`config.mk`:
```
export PLATFORM = sky130hd
export DESIGN_NAME = frame_check
export DESIGN_NICKNAME = d
export VERILOG_FILES = /design/src/rtl/uart_pkg.sv /design/src/rtl/frame_check_sat_counter.sv /design/src/rtl/frame_check.sv
export SDC_FILE = /design/constraint.sdc
export NUM_CORES = 1
export LEC_CHECK = 0
export BUFFER_PORTS_ARGS = -buffer_cell sky130_fd_sc_hd__buf_2
export CORE_ASPECT_RATIO = 0.8
export CORE_UTILIZATION = 40
export DETAILED_ROUTE_END_ITERATION = 12
export SLEW_MARGIN = 0
export SYNTH_ARGS = -nofsm -noshare
export SYNTH_HDL_FRONTEND = slang
export SYNTH_HIERARCHICAL = 1
export SYNTH_SLANG_ARGS = --single-unit
```
`constraint.sdc`:
```
create_clock -name i_clk -period 1.8 [get_ports i_clk]
set_clock_uncertainty 0.05 [all_clocks]
set_input_delay 0.18 -clock i_clk [delete_from_list [all_inputs] [get_ports i_clk]]
set_output_delay 0.18 -clock i_clk [all_outputs]
set_load 0.05 [all_outputs]
```
`src/rtl/uart_pkg.sv`:
```
// Shared encodings for the serial frame checker: parity modes, FSM states
// and the expected-parity helper.
package uart_pkg;

    typedef enum logic [2:0] {
        PAR_NONE  = 3'd0,
        PAR_EVEN  = 3'd1,
        PAR_ODD   = 3'd2,
        PAR_MARK  = 3'd3,
        PAR_SPACE = 3'd4
    } parity_mode_e;

    typedef enum logic [1:0] {
        ST_IDLE   = 2'd0,
        ST_DATA   = 2'd1,
        ST_PARITY = 2'd2,
        ST_STOP   = 2'd3
    } state_e;

    // Codes 5..7 carry no parity bit, same as PAR_NONE.
    function automatic logic has_parity(input logic [2:0] mode);
        return (mode >= 3'd1) && (mode <= 3'd4);
    endfunction

    function automatic logic expected_parity(input logic [2:0] mode, input logic acc);
        logic exp_bit;
        case (mode)
            PAR_EVEN:  exp_bit = acc;
            PAR_ODD:   exp_bit = ~acc;
            PAR_MARK:  exp_bit = 1'b1;
            PAR_SPACE: exp_bit = 1'b0;
            default:   exp_bit = 1'b0;
        endcase
        return exp_bit;
    endfunction

endpackage

```
`src/rtl/frame_check_sat_counter.sv`:
```
// Saturating up-counter with synchronous clear; clear beats increment.
module sat_counter #(
    parameter int WIDTH = 8
) (
    input  logic             clk,
    input  logic             rst,
    input  logic             inc,
    input  logic             clr,
    output logic [WIDTH-1:0] count
);

    logic [WIDTH-1:0] count_q;
    logic [WIDTH-1:0] count_d;

    // Next count: clear, saturating increment or hold.
    always_comb begin
        count_d = count_q;
        if (clr) begin
            count_d = {WIDTH{1'b0}};
        end else if (inc && (count_q != {WIDTH{1'b1}})) begin
            count_d = count_q + WIDTH'(1);
        end else begin
            count_d = count_q;
        end
    end

    // Count register.
    always_ff @(posedge clk or posedge rst) begin
        if (rst) begin
            count_q <= {WIDTH{1'b0}};
        end else begin
            count_q <= count_d;
        end
    end

    assign count = count_q;

endmodule

```
`src/rtl/frame_check.sv`:
```
// Receive-side frame checker: collects strobed bits of one serial frame,
// checks parity and stop bits, and counts errors.
module frame_check
    import uart_pkg::*;
#(
    parameter int DATA_WIDTH = 8,
    parameter int CNT_WIDTH  = 8,
    localparam int LW        = $clog2(DATA_WIDTH + 1)
) (
    input  logic                  i_clk,
    input  logic                  i_rst,
    input  logic                  i_frame_start,
    input  logic                  i_bit_valid,
    input  logic                  i_sampled_bit,
    input  logic [LW-1:0]         i_data_len,
    input  logic [2:0]            i_parity_mode,
    input  logic                  i_two_stop,
    input  logic                  i_cnt_clr,
    output logic [DATA_WIDTH-1:0] o_data,
    output logic                  o_frame_done,
    output logic                  o_parity_err,
    output logic                  o_stop_err,
    output logic                  o_busy,
    output logic [CNT_WIDTH-1:0]  o_parity_err_cnt,
    output logic [CNT_WIDTH-1:0]  o_stop_err_cnt
);

    function automatic logic [LW-1:0] clamp_len(input logic [LW-1:0] len);
        logic [LW-1:0] res;
        if (len < LW'(5)) begin
            res = LW'(5);
        end else if (len > LW'(DATA_WIDTH)) begin
            res = LW'(DATA_WIDTH);
        end else begin
            res = len;
        end
        return res;
    endfunction

    state_e                state_q;
    logic [LW-1:0]         len_q;
    logic [2:0]            mode_q;
    logic                  two_stop_q;
    logic [LW-1:0]         bit_idx_q;
    logic [DATA_WIDTH-1:0] shift_q;
    logic                  par_acc_q;
    logic                  par_err_q;
    logic                  stop_err_q;
    logic                  stop_cnt_q;
    logic [DATA_WIDTH-1:0] data_q;
    logic                  done_q;
    logic                  perr_q;
    logic                  serr_q;

    logic stop_err_d;
    logic last_stop_d;

    assign stop_err_d  = stop_err_q | ~i_sampled_bit;
    assign last_stop_d = ~two_stop_q | stop_cnt_q;

    // Frame FSM plus registered frame results; a start pulse always restarts.
    always_ff @(posedge i_clk or posedge i_rst) begin
        if (i_rst) begin
            state_q    <= ST_IDLE;
            len_q      <= LW'(DATA_WIDTH);
            mode_q     <= PAR_NONE;
            two_stop_q <= 1'b0;
            bit_idx_q  <= {LW{1'b0}};
            shift_q    <= {DATA_WIDTH{1'b0}};
            par_acc_q  <= 1'b0;
            par_err_q  <= 1'b0;
            stop_err_q <= 1'b0;
            stop_cnt_q <= 1'b0;
            data_q     <= {DATA_WIDTH{1'b0}};
            done_q     <= 1'b0;
            perr_q     <= 1'b0;
            serr_q     <= 1'b0;
        end else begin
            done_q <= 1'b0;
            if (i_frame_start) begin
                state_q    <= ST_DATA;
                len_q      <= clamp_len(i_data_len);
                mode_q     <= i_parity_mode;
                two_stop_q <= i_two_stop;
                bit_idx_q  <= {LW{1'b0}};
                shift_q    <= {DATA_WIDTH{1'b0}};
                par_acc_q  <= 1'b0;
                par_err_q  <= 1'b0;
                stop_err_q <= 1'b0;
                stop_cnt_q <= 1'b0;
            end else if (i_bit_valid) begin
                case (state_q)
                    ST_DATA: begin
                        shift_q   <= shift_q | (DATA_WIDTH'(i_sampled_bit) << bit_idx_q);
                        par_acc_q <= par_acc_q ^ i_sampled_bit;
                        if (bit_idx_q == (len_q - LW'(1))) begin
                            state_q <= has_parity(mode_q) ? ST_PARITY : ST_STOP;
                        end else begin
                            bit_idx_q <= bit_idx_q + LW'(1);
                        end
                    end
                    ST_PARITY: begin
                        par_err_q <= (i_sampled_bit != expected_parity(mode_q, par_acc_q));
                        state_q   <= ST_STOP;
                    end
                    ST_STOP: begin
                        stop_err_q <= stop_err_d;
                        stop_cnt_q <= 1'b1;
                        if (last_stop_d) begin
                            state_q <= ST_IDLE;
                            data_q  <= shift_q;
                            perr_q  <= par_err_q;
                            serr_q  <= stop_err_d;
                            done_q  <= 1'b1;
                        end else begin
                            state_q <= ST_STOP;
                        end
                    end
                    default: begin
                        state_q <= state_q;
                    end
                endcase
            end else begin
                state_q <= state_q;
            end
        end
    end

    assign o_data       = data_q;
    assign o_frame_done = done_q;
    assign o_parity_err = perr_q;
    assign o_stop_err   = serr_q;
    assign o_busy       = (state_q != ST_IDLE);

    sat_counter #(.WIDTH(CNT_WIDTH)) u_parity_cnt (
        .clk   (i_clk),
        .rst   (i_rst),
        .inc   (done_q & perr_q),
        .clr   (i_cnt_clr),
        .count (o_parity_err_cnt)
    );

    sat_counter #(.WIDTH(CNT_WIDTH)) u_stop_cnt (
        .clk   (i_clk),
        .rst   (i_rst),
        .inc   (done_q & serr_q),
        .clr   (i_cnt_clr),
        .count (o_stop_err_cnt)
    );

endmodule

```
-- Yosys cells after proc, flatten, opt, wreduce, memory -nomap -nowiden
Cells that the tools add are included.
W data, S select, Z words.
- multipliers: 0
- muxes and demuxes: 39
- shifts and indexed selects: 1
- add/subtract/negate cells: 4
- divide/modulo/power cells: 0
- equal/unequal tests: 12
- reductions and logical operators: 17
- order comparisons: 4
- bitwise operators: 10
- operators with widths (operator ; count):
    $mux W8 ; 7
    $mux W4 ; 6
    $mux W1 ; 20
    $add A8 B1 Y8 const B ; 2
    $ne A8 B8 Y1 const B ; 2
    $reduce_bool A2 Y1 ; 7
    $mux W2 ; 4
    $or A8 B8 Y8 ; 1
    $shl A1 B4 Y8 ; 1
    $eq A3 B2 Y1 const B ; 2
    $pmux W2 S3 ; 1
    $reduce_and A2 Y1 ; 3
    $reduce_and A3 Y1 ; 2
    $add A4 B1 Y4 const B ; 1
    $eq A2 B2 Y1 const B ; 2
    $eq A4 B4 Y1 ; 1
    $gt A4 B4 Y1 const B ; 1
    $lt A4 B3 Y1 const B ; 1
    $not A1 Y1 ; 4
    $reduce_and A4 Y1 ; 1
    $reduce_bool A4 Y1 ; 1
    $sub A4 B1 Y4 const B ; 1
    $eq A3 B1 Y1 const B ; 1
    $ge A3 B1 Y1 const B ; 1
    10 further kinds ; 14
- word-level logic and storage cells: 103
- memories kept: 0
- memory bits (writable): 0
- input port bits: 14
- register bits: 53
- output and inout bits: 28
- ROM bits: 0
- latch bits: 0

-- Depth between registers and ports, before layout
Gate-level depths: netlist of run 1.
- word-level depth: 9
- gate-level depth with buffers: 6
- mapped depth without buffers: 6

-- Modules after synthesis
The synthesis of run 1 kept the hierarchy.
- by module, submodules not included (module ; times used ; seq. area each (sq um) ; cells an instance ; area each (sq um)):
    frame_check ; 1 ; 927.1 ; 164 ; 1811.7
    sat_counter ; 2 ; 200.2 ; 49 ; 504.2

-- Least setup slack after synthesis of run 1
Ideal clock, no wire load.
- kind: flip-flop to flip-flop
- from: register u_parity_cnt.count_q[0], in the netlist u_parity_cnt/count[0]
- to: register u_parity_cnt.count_q[5], in the netlist u_parity_cnt/count[5]
- data required time: 1.625 ns
- arrival time: 1.689 ns
- slack: -0.064 ns
- cell stages (with the launch flop): 5
- buffers on the path: 0
- period minus slack after synthesis: 1.864 ns
- setup time: 0.125 ns
- cell sequence: dfrtp_1 > ha_1 > and3_1 > a211oi_2 > mux2_4
- word-level cells in the longest chain between the ends: 3
- elaborated cells between the ends (all ways): 6
- those cells by class: add/sub (1); eq/ne (1); mux (2); reduce/logical (2)
- ends and longest elaborated chain (item ; RTL line ; text):
    start, declared ; frame_check_sat_counter.sv:12 ; logic [WIDTH-1:0] count_q;
    start signal, assigned ; frame_check_sat_counter.sv:30 ; count_q <= {WIDTH{1'b0}};
    start signal, assigned ; frame_check_sat_counter.sv:32 ; count_q <= count_d;
    $add A8 B1 Y8 / $ne A8 B8 Y1 (equally long branches) ; frame_check_sat_counter.sv:21, frame_check_sat_counter.sv:20 ;
    $mux W8 / $logic_and A1 B1 Y1 (equally long branches) ; frame_check_sat_counter.sv:20 ; end else if (inc && (count_q != {WIDTH{1'b1}})) begin
    $mux W8 / $reduce_bool A2 Y1 (equally long branches) ; -- ;
Parallel ways exist; a longest one is shown, timed or not. The select of a mux whose other input is x is not followed.
A chain may end at the register's enable or synchronous reset.

-- Worst setup path in the final report of run 1
- from: register len_q[0]
- to: register bit_idx_q[3]
- word-level cells in the longest chain between the ends: 4
- ends and longest elaborated chain (item ; RTL line ; text):
    start, declared ; frame_check.sv:41 ; logic [LW-1:0] len_q;
    start signal, assigned ; frame_check.sv:65 ; len_q <= LW'(DATA_WIDTH);
    start signal, assigned ; frame_check.sv:82 ; len_q <= clamp_len(i_data_len);
    $sub A4 B1 Y4 ; frame_check.sv:96 ; if (bit_idx_q == (len_q - LW'(1))) begin
    $eq A4 B4 Y1 ; frame_check.sv:96 ;
    $ne A2 B2 Y1 (no line) ; -- ;
    $reduce_and A3 Y1 (no line) ; -- ;
    end signal, assigned ; frame_check.sv:68 ; bit_idx_q <= {LW{1'b0}};
    end signal, assigned ; frame_check.sv:85 ; bit_idx_q <= {LW{1'b0}};
    end signal, assigned ; frame_check.sv:99 ; bit_idx_q <= bit_idx_q + LW'(1);
    end, declared ; frame_check.sv:44 ; logic [LW-1:0] bit_idx_q;
Every way passes these cells.

==> results of run 1 <==
-- cell type report --
class | count | area, um2
multi-input cells | 181 | 1430
inverters | 15 | 56.3
flip-flops and latches | 53 | 1330
fillers | 621 | 3220
clock inverters | 2 | 10.0
clock buffers | 6 | 72.6
repair buffers | 64 | 384
well taps | 84 | 105
-- cells by family (layout without fill, tap and decap cells) --
logic type	Yosys count	after routing
AND/OR/NAND/NOR	90	90
XOR/XNOR	7	7
buffers and inverters	28	87
flip-flops	53	53
adder cells (fa/ha/maj)	8	8
multiplexers	30	30
AO/OA/AOI/OAI	46	46
-- per-layer routing --
| layer | wire, um | global-route usage (%) |
|---|---|---|
| met1 | 2990 | 25.9 |
| met2 | 2410 | 23.6 |
| met3 | 186 | 3.57 |
| met4 | 36 | 4.48 |
| met5 | 0 | 0 |
-- what timing repair did --
| action | in CTS | in global routing |
|---|---|---|
| setup buffers | 4 | 1 |
| setup endpoints to repair | 2 | 5 |
| resized for setup | 2 | 10 |
| pin swaps | 2 | 2 |
| hold buffers | 1 | 0 |
| endpoints found under the hold margin | 52 | 0 |
-- worst reg2reg max path, cell delays in order (launching register included) --
cell and delay (ps):
dfrtp_1 400, inv_2 90, ha_4 130, xor3_1 260, buf_6 140, nor3_4 200
a211oi_2 110, mux2_1 320
-- path summary, 6_finish.rpt --
check / startpoint / endpoint / slack, ps / cells after the start
max reg2reg: len_q[0] / bit_idx_q[3] / -0.5 / 7
max: len_q[0] / bit_idx_q[3] / -0.5 / 7
min reg2reg: o_data[4] / o_data[4] / 440 / 1
max in group asynchronous: i_rst / len_q[3] / 860 / 4
min: i_data_len[3] / len_q[2] / 20 / 2
min in group asynchronous: i_rst / u_parity_cnt/count[4] / 330 / 3
-- flip-flops by register name, summed over array words and instances, names as in the netlist, 2 cells and up --
name,flops
o_data,8
mode_q,3
state_q,2
bit_idx_q,4
u_parity_cnt/count,8
shift_q,8
u_stop_cnt/count,8
len_q,4
-- report_power, final --
group,internal [W],switching (W)
clock network,0.000271,0.000387
registers,0.00125,0.0000535
logic,0.000241,0.000310
-- cell usage after synthesis (all sizes together) (3+ instances only) --
master	count
a211oi	4
a21oi	17
a31oi	4
and2	3
and3	3
buf	8
clkbuf	5
dfrtp	52
ha	8
inv	15
mux2	25
mux2i	5
nand2	14
nand2b	5
nand3	6
nand4	4
nor2	28
nor2b	11
nor3	6
o211a	3
xnor2	4
-- stage by stage --
step	cell area, um2	util (%)	instances	TNS [ps]	setup slack [ps]
after CTS	3330	50.4	404	-11.2	-8.72
final	3390	51.3	405	-0.550	-0.550
after global routing	3390	51.3	405	-233	-80.4
after global placement	3200	48.5	391	-7.87	-7.87
after detailed placement	3200	48.5	391	-80.3	-53.4
after floorplan	2830	-	262	-2.46	-2.46
==> run metrics, run 1 <==
combinational family with the most area after synthesis=simple AND/OR/NAND/NOR gates; die width=95.9 um; Synth top area share=46.1%; mux share of post-synthesis cell area=12.8%; Layout area overhead=20.1%; Worst slew margin=68.7%; Tcrit/Tclk final=100%; Slowest-stage cell, CP=dfrtp_1; wire length per cell=13.9 um; Setup crit end kind=register; first-pass GRT wire length=9680 um; Crit path max-delay family=flip-flops; Post-Synth XOR/XNOR Area=2.71%; clk sinks=53; worst hold path class=input pin to register; post-DP HPWL=4000 um; Peak VDD IR=0.476 mV; Worst-Skew Late Latency=310 ps; startpoint types=register; Num CTS Buffers=5; Final GP Congestion=0.801; violated checks=negative setup slack; synth top area cells=dfrtp_1 46%, mux2_2 5.2%, mux2_4 4.3%; LEAKAGE=1.67 nW; Final Slew Violations=0; post-route minimum period=1800 ps; syn nets=284; Die Y=77.1 um; CTS tree=built; Pwr Total=0.00251 W; CP Cell Sequence=inv_2 > ha_4 > xor3_1 > buf_6 > nor3_4 > a211oi_2 > mux2_1; # port buffers=41; die area=7390 um2; Crit path largest cell delay=400 ps; leading area contributor after synthesis=dfrtp_1; endpoints failing hold=0; most used flip-flop cell after synthesis=dfrtp_1; RSZ-0062 raised after global routing=yes; Synth Instances=262; root buffer cell=clkbuf_8; most common cell after layout, fill and taps aside=dfrtp_1; number of synthesized flops with an enable pin=0; Core Footprint=6600 um2; crit path kind=register to register; YS warnings=6; worst-path fanout max=4; fin nets=342; initial DRC count=75; CP bufs+invs=2; clock tree buffer depth=2; Core Rows=26; gr usage total=16.8%; layout cell share with drive strength beyond 1=36.8%; largest net degree at the start of global routing=38; ys async rst share=100%; Arrival @ worst endpoint=1950 ps; syn avg cell area=10.8 um2; Setup WS post-layout=-0.550 ps; WHS=17.7 ps; grt total ovfl=0; 1st-pass router iterations=6; Max-Cap Viols=0; DRC=0; # diodes=0; final antenna-violating net count=0; PwrDens=743 nW/um2; Total Wirelength=5630 um; routed vias=2124; Fmax achieved=555 MHz; status=finished, violations left; post-synthesis cell type count=50; Post-Synth Simple-Gate Area=16.9%; commonest non-fill, non-tap cells in the layout=48 x dfrtp_1, 41 x buf_2, 28 x nor2_1, 21 x buf_4, 14 x nand2_1; H-tree lvl count=2; Via-to-Cell Ratio=5.24; Starting Density=42.7%; Compound-Gate Fraction of Synth Area=12.3%; Synth Area in Adders=3.55%; Seq/Total Area, Yosys=47.1%; I/O pin count=42; post-synthesis sequential element count=53; antenna violations before repair=0; vias in the first global route=1973; CTS clk-pin slew, worst paths=100 ps; Worst Path Required=1950 ps; setup violators final=1; Worst Max-Slew Pin Slew=469 ps; Synth Cell Area=2820 um2
Power figures use the tool's default switching activity.
==> inputs of run 2 (changes only) <==
Settings changed: CORE_MARGIN from default to 3, PLACE_DENSITY_LB_ADDON from default to 0.2.
Clock period 1.8 ns to 2 ns, I/O delays scaled along.
==> run metrics, run 2 (synthesized netlist as in run 1, its figures left out) <==
status=complete, no violations; Layout Cells excl Fill=389; largest net degree at the start of global routing=38; startpoint types=register; setup violators final=0; root buffer cell=clkbuf_8; Worst slew margin=66.5%; Core Footprint=6600 um2; Final GP Congestion=0.832; Worst-Skew Late Latency=300 ps; Fin Setup TNS=0 ps; metal2 WL=2380 um; LEAKAGE=1.59 nW; Worst Path Required=2140 ps; Worst Max-Slew Pin Slew=499 ps; Max-Cap Viols=0; final antenna-violating net count=0; I/O pin count=42; Total Wirelength=5490 um; multi-input logic area=1380 um2; antenna violations before repair=0; WL met1=2880 um; FILL cells=636; CTS clk-pin slew, worst paths=90 ps; first-pass GRT wire length=9430 um; fin nets=326; top sig layer=met4; # port buffers=41; CP Cell Sequence=inv_1 > ha_1 > xnor2_2 > o31ai_1 > o211a_1 > mux2_1; routed vias=2006; post-DP HPWL=3930 um; # diodes=0; Final Slew Violations=0; Arrival @ worst endpoint=2040 ps; clk sinks=53; Peak VDD IR=0.322 mV; DRC=0; die area=8100 um2; wire length per cell=14.1 um; layout cell share with drive strength beyond 1=29.5%; CP bufs+invs=1; initial DRC count=82; Slowest-stage cell, CP=dfrtp_1; Num CTS Buffers=5; DR WL met3=188 um; Core Rows=26; PwrDens=675 nW/um2; # placed instances=379; 1st-pass router iterations=4; Fmax achieved=526 MHz; worst hold path class=input pin to register; Crit path largest cell delay=370 ps; WHS=50.4 ps; grt total ovfl=0; Via-to-Cell Ratio=5.16; Sequential Area=1330 um2; gr usage total=14.5%; H-tree lvl count=2; Crit path max-delay family=compound AO/OA/AOI/OAI gates; CTS tree=built; post-route minimum period=1900 ps; worst-path fanout max=3; endpoints failing hold=0; Starting Density=42.7%; Layout area overhead=13.8%; RSZ-0062 raised after global routing=no; crit path kind=register to register; commonest non-fill, non-tap cells in the layout=52 x dfrtp_1, 41 x buf_2, 28 x nor2_1, 15 x inv_1, 14 x nand2_1; most common cell after layout, fill and taps aside=dfrtp_1; clock tree buffer depth=2; Die Y=81.1 um; Setup crit end kind=register; Tcrit/Tclk final=95.0%; die width=99.9 um; vias in the first global route=1931
==> run 2: cell types whose count changed in the layout (fill, tap and decap cells not counted), sizes merged <==
cell	before	now
buf	63	47
==> run 2: worst register-to-register path: stages, from the launching register on <==
cell and delay (ps):
dfrtp_1 370, inv_1 60, ha_1 320, xnor2_2 170
o31ai_1 260, o211a_1 220, mux2_1 330
==> run 2: area by class of cell <==
cell class | count | share of cell area (%)
timing repair buffer | 48 | 8.11
clock buffer | 6 | 2.26
sequential | 53 | 41.3
clock inverter | 2 | 0.312
inverter | 15 | 1.75
tap | 84 | 3.27
multi-input combinational | 181 | 42.9
==> run 2: worst paths after layout <==
check,start,endpoint,slack [ps],depth (start not counted)
worst max-delay path,len_q[0],state_q[1],100,6
worst min-delay path,i_data_len[3],len_q[2],50,2
worst max register to register,len_q[0],state_q[1],100,6
worst min register to register,o_data[4],o_data[4],440,1
max in group asynchronous,i_rst,len_q[3],1010,4
min in group asynchronous,i_rst,u_stop_cnt/count[7],350,3
==> run 2: per-stage QoR <==
stage               utilization, %  total power (W)  setup WS [ps]  cell area, um2
floorplan                        -          0.00150            136            2820
global placement              46.9          0.00159            136            3100
detailed placement            46.9          0.00159           78.0            3100
CTS                           48.3          0.00219           49.8            3190
global route                  48.6          0.00230           22.2            3210
finish                        48.6          0.00217            101            3210
==> run 2: metal layers <==
layer  track usage (%)  vias up
met3              3.00        5
met5                 0        -
li1                  -     1000
met1              21.5      970
met4              3.68        0
met2              21.6       31
==> run 2: power by group <==
group | total (W) | internal (W) | switching [W]
combinational | 0.000401 | 0.000153 | 0.000247
sequential | 0.00118 | 0.00113 | 0.0000525
clock | 0.000585 | 0.000244 | 0.000341
==> run 2: repair_timing <==
| action | 4_1_cts | 5_1_grt |
|---|---|---|
| setup endpoints to repair | 0 | 2 |
| hold buffers | 1 | 0 |
| hold endpoints to repair | 41 | 0 |
| buffers inserted | 0 | 1 |
| gates resized for setup | 0 | 2 |
